[src/rtl/cordic_pkg.sv]
// Shared definitions for the CORDIC add/sub datapath: op encoding and
// saturation limits expressed as functions of the lane width.
package cordic_pkg;

  typedef enum logic {
    OP_ADD = 1'b0,
    OP_SUB = 1'b1
  } op_e;

  // Limits are returned 64 bits wide; callers keep the low N bits.
  function automatic logic [63:0] sat_max(input int n);
    return (64'd1 << (n - 1)) - 64'd1;
  endfunction

  function automatic logic [63:0] sat_min(input int n);
    return 64'd1 << (n - 1);
  endfunction

endpackage

[src/rtl/add_sub_lane.sv]
// One combinational signed add/sub lane with overflow detection and
// optional saturation.
module add_sub_lane
  import cordic_pkg::*;
#(
  parameter int N = 32
) (
  input  logic [N-1:0] x,
  input  logic [N-1:0] y,
  input  logic         a_s,
  input  logic         sat_en,
  output logic [N-1:0] result,
  output logic         ovf
);

  localparam logic [63:0] MAX64 = sat_max(N);
  localparam logic [63:0] MIN64 = sat_min(N);
  localparam logic [N-1:0] MAX_V = MAX64[N-1:0];
  localparam logic [N-1:0] MIN_V = MIN64[N-1:0];

  logic [N:0] x_ext;
  logic [N:0] y_ext;
  logic [N:0] exact;

  // Bit N of the exact sum is its true sign, so it picks the clamp direction.
  always_comb begin
    x_ext  = {x[N-1], x};
    y_ext  = {y[N-1], y};
    exact  = (op_e'(a_s) == OP_SUB) ? (x_ext - y_ext) : (x_ext + y_ext);
    ovf    = exact[N] ^ exact[N-1];
    result = exact[N-1:0];
    if (ovf && sat_en) begin
      result = exact[N] ? MIN_V : MAX_V;
    end
  end

endmodule

[src/rtl/add_sub_pipe.sv]
// Multi-lane signed add/sub with an elastic valid/ready pipeline; arithmetic
// sits before the first register, later stages only carry data.
module add_sub_pipe #(
  parameter int N      = 32,
  parameter int LANES  = 3,
  parameter int STAGES = 2
) (
  input  logic               clk,
  input  logic               rst,
  input  logic               in_valid,
  output logic               in_ready,
  input  logic [LANES*N-1:0] x,
  input  logic [LANES*N-1:0] y,
  input  logic [LANES-1:0]   a_s,
  input  logic               sat_en,
  output logic               out_valid,
  input  logic               out_ready,
  output logic [LANES*N-1:0] result,
  output logic [LANES-1:0]   ovf
);

  logic [LANES*N-1:0] lane_res;
  logic [LANES-1:0]   lane_ovf;

  for (genvar k = 0; k < LANES; k++) begin : g_lane
    add_sub_lane #(.N(N)) u_lane (
      .x      (x[k*N +: N]),
      .y      (y[k*N +: N]),
      .a_s    (a_s[k]),
      .sat_en (sat_en),
      .result (lane_res[k*N +: N]),
      .ovf    (lane_ovf[k])
    );
  end

  logic [STAGES-1:0]  valid_q;
  logic [STAGES-1:0]  valid_d;
  logic [STAGES-1:0]  adv;
  logic [LANES*N-1:0] res_q [STAGES];
  logic [LANES*N-1:0] res_d [STAGES];
  logic [LANES-1:0]   ovf_q [STAGES];
  logic [LANES-1:0]   ovf_d [STAGES];

  // A stage may load if the output drains or any stage from it onward is
  // empty; derived straight from the valid bits to avoid a combinational chain.
  always_comb begin
    for (int s = 0; s < STAGES; s++) begin
      adv[s] = out_ready;
      for (int j = s; j < STAGES; j++) begin
        if (!valid_q[j]) adv[s] = 1'b1;
      end
    end

    valid_d = valid_q;
    res_d   = res_q;
    ovf_d   = ovf_q;
    if (adv[0]) begin
      valid_d[0] = in_valid;
      res_d[0]   = lane_res;
      ovf_d[0]   = lane_ovf;
    end
    for (int s = 1; s < STAGES; s++) begin
      if (adv[s]) begin
        valid_d[s] = valid_q[s-1];
        res_d[s]   = res_q[s-1];
        ovf_d[s]   = ovf_q[s-1];
      end
    end
  end

  always_ff @(posedge clk or posedge rst) begin
    if (rst) begin
      valid_q <= '0;
      for (int s = 0; s < STAGES; s++) begin
        res_q[s] <= '0;
        ovf_q[s] <= '0;
      end
    end else begin
      valid_q <= valid_d;
      for (int s = 0; s < STAGES; s++) begin
        res_q[s] <= res_d[s];
        ovf_q[s] <= ovf_d[s];
      end
    end
  end

  assign in_ready  = adv[0];
  assign out_valid = valid_q[STAGES-1];
  assign result    = res_q[STAGES-1];
  assign ovf       = ovf_q[STAGES-1];

endmodule

[config.mk]
export PLATFORM = sky130hd
export DESIGN_NAME = add_sub_pipe
export DESIGN_NICKNAME = d
export VERILOG_FILES = /design/src/rtl/cordic_pkg.sv /design/src/rtl/add_sub_lane.sv /design/src/rtl/add_sub_pipe.sv
export SDC_FILE = /design/constraint.sdc
export NUM_CORES = 1
export LEC_CHECK = 0
export CORE_UTILIZATION = 59
export DETAILED_ROUTE_END_ITERATION = 6
export GPL_TIMING_DRIVEN = 1
export HOLD_SLACK_MARGIN = 0.05
export PLACE_DENSITY = 0.93
export SYNTH_ARGS = -nofsm -noshare
export SYNTH_HDL_FRONTEND = slang
export SYNTH_HIERARCHICAL = 1
export SYNTH_SLANG_ARGS = --single-unit
[constraint.sdc]
create_clock -name clk -period 19.07 [get_ports clk]
set_input_delay 5.721 -clock clk [delete_from_list [all_inputs] [get_ports clk]]
set_output_delay 5.721 -clock clk [all_outputs]
set_load 0.1 [all_outputs]
==> results_dict.tcl <==
set metrics [dict create \
    grt_pass1_vias 13869 \
    ios 301 \
    synthesis.area_um2 17500 \
    post-dp-hpwl_mm 34.0 \
    initial_core_util_pct 60.5 \
    synthToLayoutAreaGrowth_pct 16.4 \
    clk_transition_reported_paths_ns 0.08 \
    diodes 0 \
    antenna_found_initial 0 \
    required_ns 13.35 \
    clock-sinks 200 \
    whs_ns 0.502 \
    tightest_slew_ns 1.20 \
    yosysWarnings 6 \
    async_flop_share_pct 100 \
    place_inst 2306 \
    vias_per_cell 6.02 \
    hold_buffers 0 \
    setup-violations-final 0 \
    maxSlewHeadroom_pct 19.4 \
    fin_cells 2338 \
    synth_edf_count 0 \
    nets 2243 \
    startpoint_type "input port" \
    drt-initial-drc-count 991 \
    grt_use_total_pct 28.9 \
    status "completed" \
    post_cts_buffers 0 \
    ctsResizeCount 0 \
    vias 14068 \
    drive_above_1_share_pct 14.2 \
    crit_arrival_ns 8.16 \
    drc 0 \
    synth.distinct_cells 79 \
    place_congestion 0.920 \
    fp-row-count 62 \
    fin_crit_sh_pct 72.8 \
    yosys_register_bits 200 \
    cts_max_level 4 \
    power_mw 3.04 \
    cts_buffers 17 \
    root_buffer "clkbuf_16" \
    final_util_pct 70.4 \
    path_max_fanout 45 \
    avgSynthCellArea_um2 9.81 \
    hold_violations 0 \
    crit_type "input port to primary output" \
    routedWlPerCell_um 19.1 \
    die_y_um 174 \
    final.min_clock_period_ns 13.88 \
    ant_nets 0 \
    fmax_ghz 0.0720 \
    insertion_delay_ns 0.44 \
    synth_fp_nets 2086 \
    end_kind "primary output" \
    hold_path_class "flop to flop" \
    detail_route.first_pass.iterations 5 \
    powerDensity_nw_per_um2 149 \
    rsz0062_at_grt "no" \
    die_w_um 174 \
    max-cap-violations 0 \
    grt_pass1_wl_mm 71.2 \
    yosys_most_used_dff "dfrtp_1" \
    die-area_um2 30400 \
    finalSetupTns_ns 0 \
    seq_area_frac_synth_pct 28.6 \
    max-clock-path-buffers 2 \
    mostFrequentLayoutCells "clkdlybuf4s50_1 (300), dfrtp_1 (200), mux2_4 (187)" \
    ir_worst_vdd_mv 0.139 \
    grt_start_max_net_pins 138 \
    final_common_cell "clkdlybuf4s50_1" \
    fin_worst_skew_ns 0.0188 \
    core_um2 28900 \
    cts_tree "yes" \
    overflow 0 \
    finalWirelength_mm 44.6 \
    cellLeakagePower_nw 9.07 \
    drv_slew 0 \
    port_buffers 300 \
    netlist_instances 1784 \
]
==> per-stage QoR <==
stage | worst slack [ns] | cell area, um2
floorplan | 7.05 | 17500
global placement | 5.15 | 19800
detailed placement | 5.14 | 19800
CTS | 5.15 | 20400
global route | 5.09 | 20400
finish | 5.19 | 20400
==> path summary, 6_finish.rpt <==
kind	from	endpoint	slack [ns]	cells after the start
setup / recovery	out_ready	in_ready	5.19	4
hold / removal	res_q[191]	result[95]	0.50	1
setup reg to reg	valid_q[1]	result[81]	16.20	4
hold reg to reg	res_q[191]	result[95]	0.50	1
max in group asynchronous	rst	res_q[183]	11.79	3
min in group asynchronous	rst	valid_q[1]	5.88	2
==> state kept, by name, summed over array words and instances, names as in the netlist <==
register / cells
res_q: 96
result: 96
ovf_q: 3
valid_q: 2
ovf: 3
==> worst max-delay path, stage by stage <==
cell	delay [ns]
clkdlybuf4s50_1	0.47
nand3b_1	0.10
buf_4	0.58
clkdlybuf4s50_1	1.27
==> cell usage after synthesis, types with 10 or more instances <==
master,number,area (um2)
mux2_4,187,2810
o21ai_0,77,385
nor4_1,12,75.1
inv_1,50,188
clkbuf_1,31,116
and3_1,20,125
nand2b_1,17,106
nand2_1,92,345
and2_1,13,81.3
nor2b_1,19,119
buf_4,100,751
nor3_1,48,240
a211oi_1,10,75.1
or3_1,14,87.6
nand3_1,11,55.1
xnor2_1,125,1090
a21oi_1,148,741
a31oi_1,18,113
buf_6,16,180
nor2_1,117,439
buf_8,10,150
mux2_2,11,124
xor2_1,49,429
nand4_1,18,113
dfrtp_1,200,5000
ha_1,99,1240
o21a_1,21,158
a21o_1,83,623
o211ai_1,15,113
==> power by group <==
part,switching [mW],internal [mW],total [mW],leakage [nW]
clock,0.184,0.179,0.364,0.285
sequential,0.141,0.628,0.769,2.34
combinational,1.23,0.673,1.90,6.44
total,1.56,1.48,3.04,9.07
==> layer usage <==
metal	up-vias	track usage (%)	routed length, um
li1	6666	-	-
met2	476	48.7	21500
met3	71	3.54	2090
met4	0	9.90	1290
met1	6855	38.2	19700
met5	-	0	0
==> logic make-up after synthesis <==
| family | count (synthesis) | synth area share (%) |
|---|---|---|
| mux | 205 | 17.2 |
| fa+ha+maj | 102 | 7.42 |
| compound gates | 453 | 16.7 |
| buf+inv | 219 | 8.33 |
| simple gates | 427 | 12.7 |
| xor+xnor | 178 | 9.08 |
| flops | 200 | 28.6 |
==> cell type report <==
class / instances / area (um2)
sequential: 200 / 5000
multi-input combinational: 1365 / 11000
clock inverter: 14 / 149
fill: 2099 / 8570
tap: 384 / 480
inverter: 50 / 195
timing repair buffer: 307 / 3060
clock buffer: 18 / 439
Note: power is estimated with default switching activity, not from simulation.
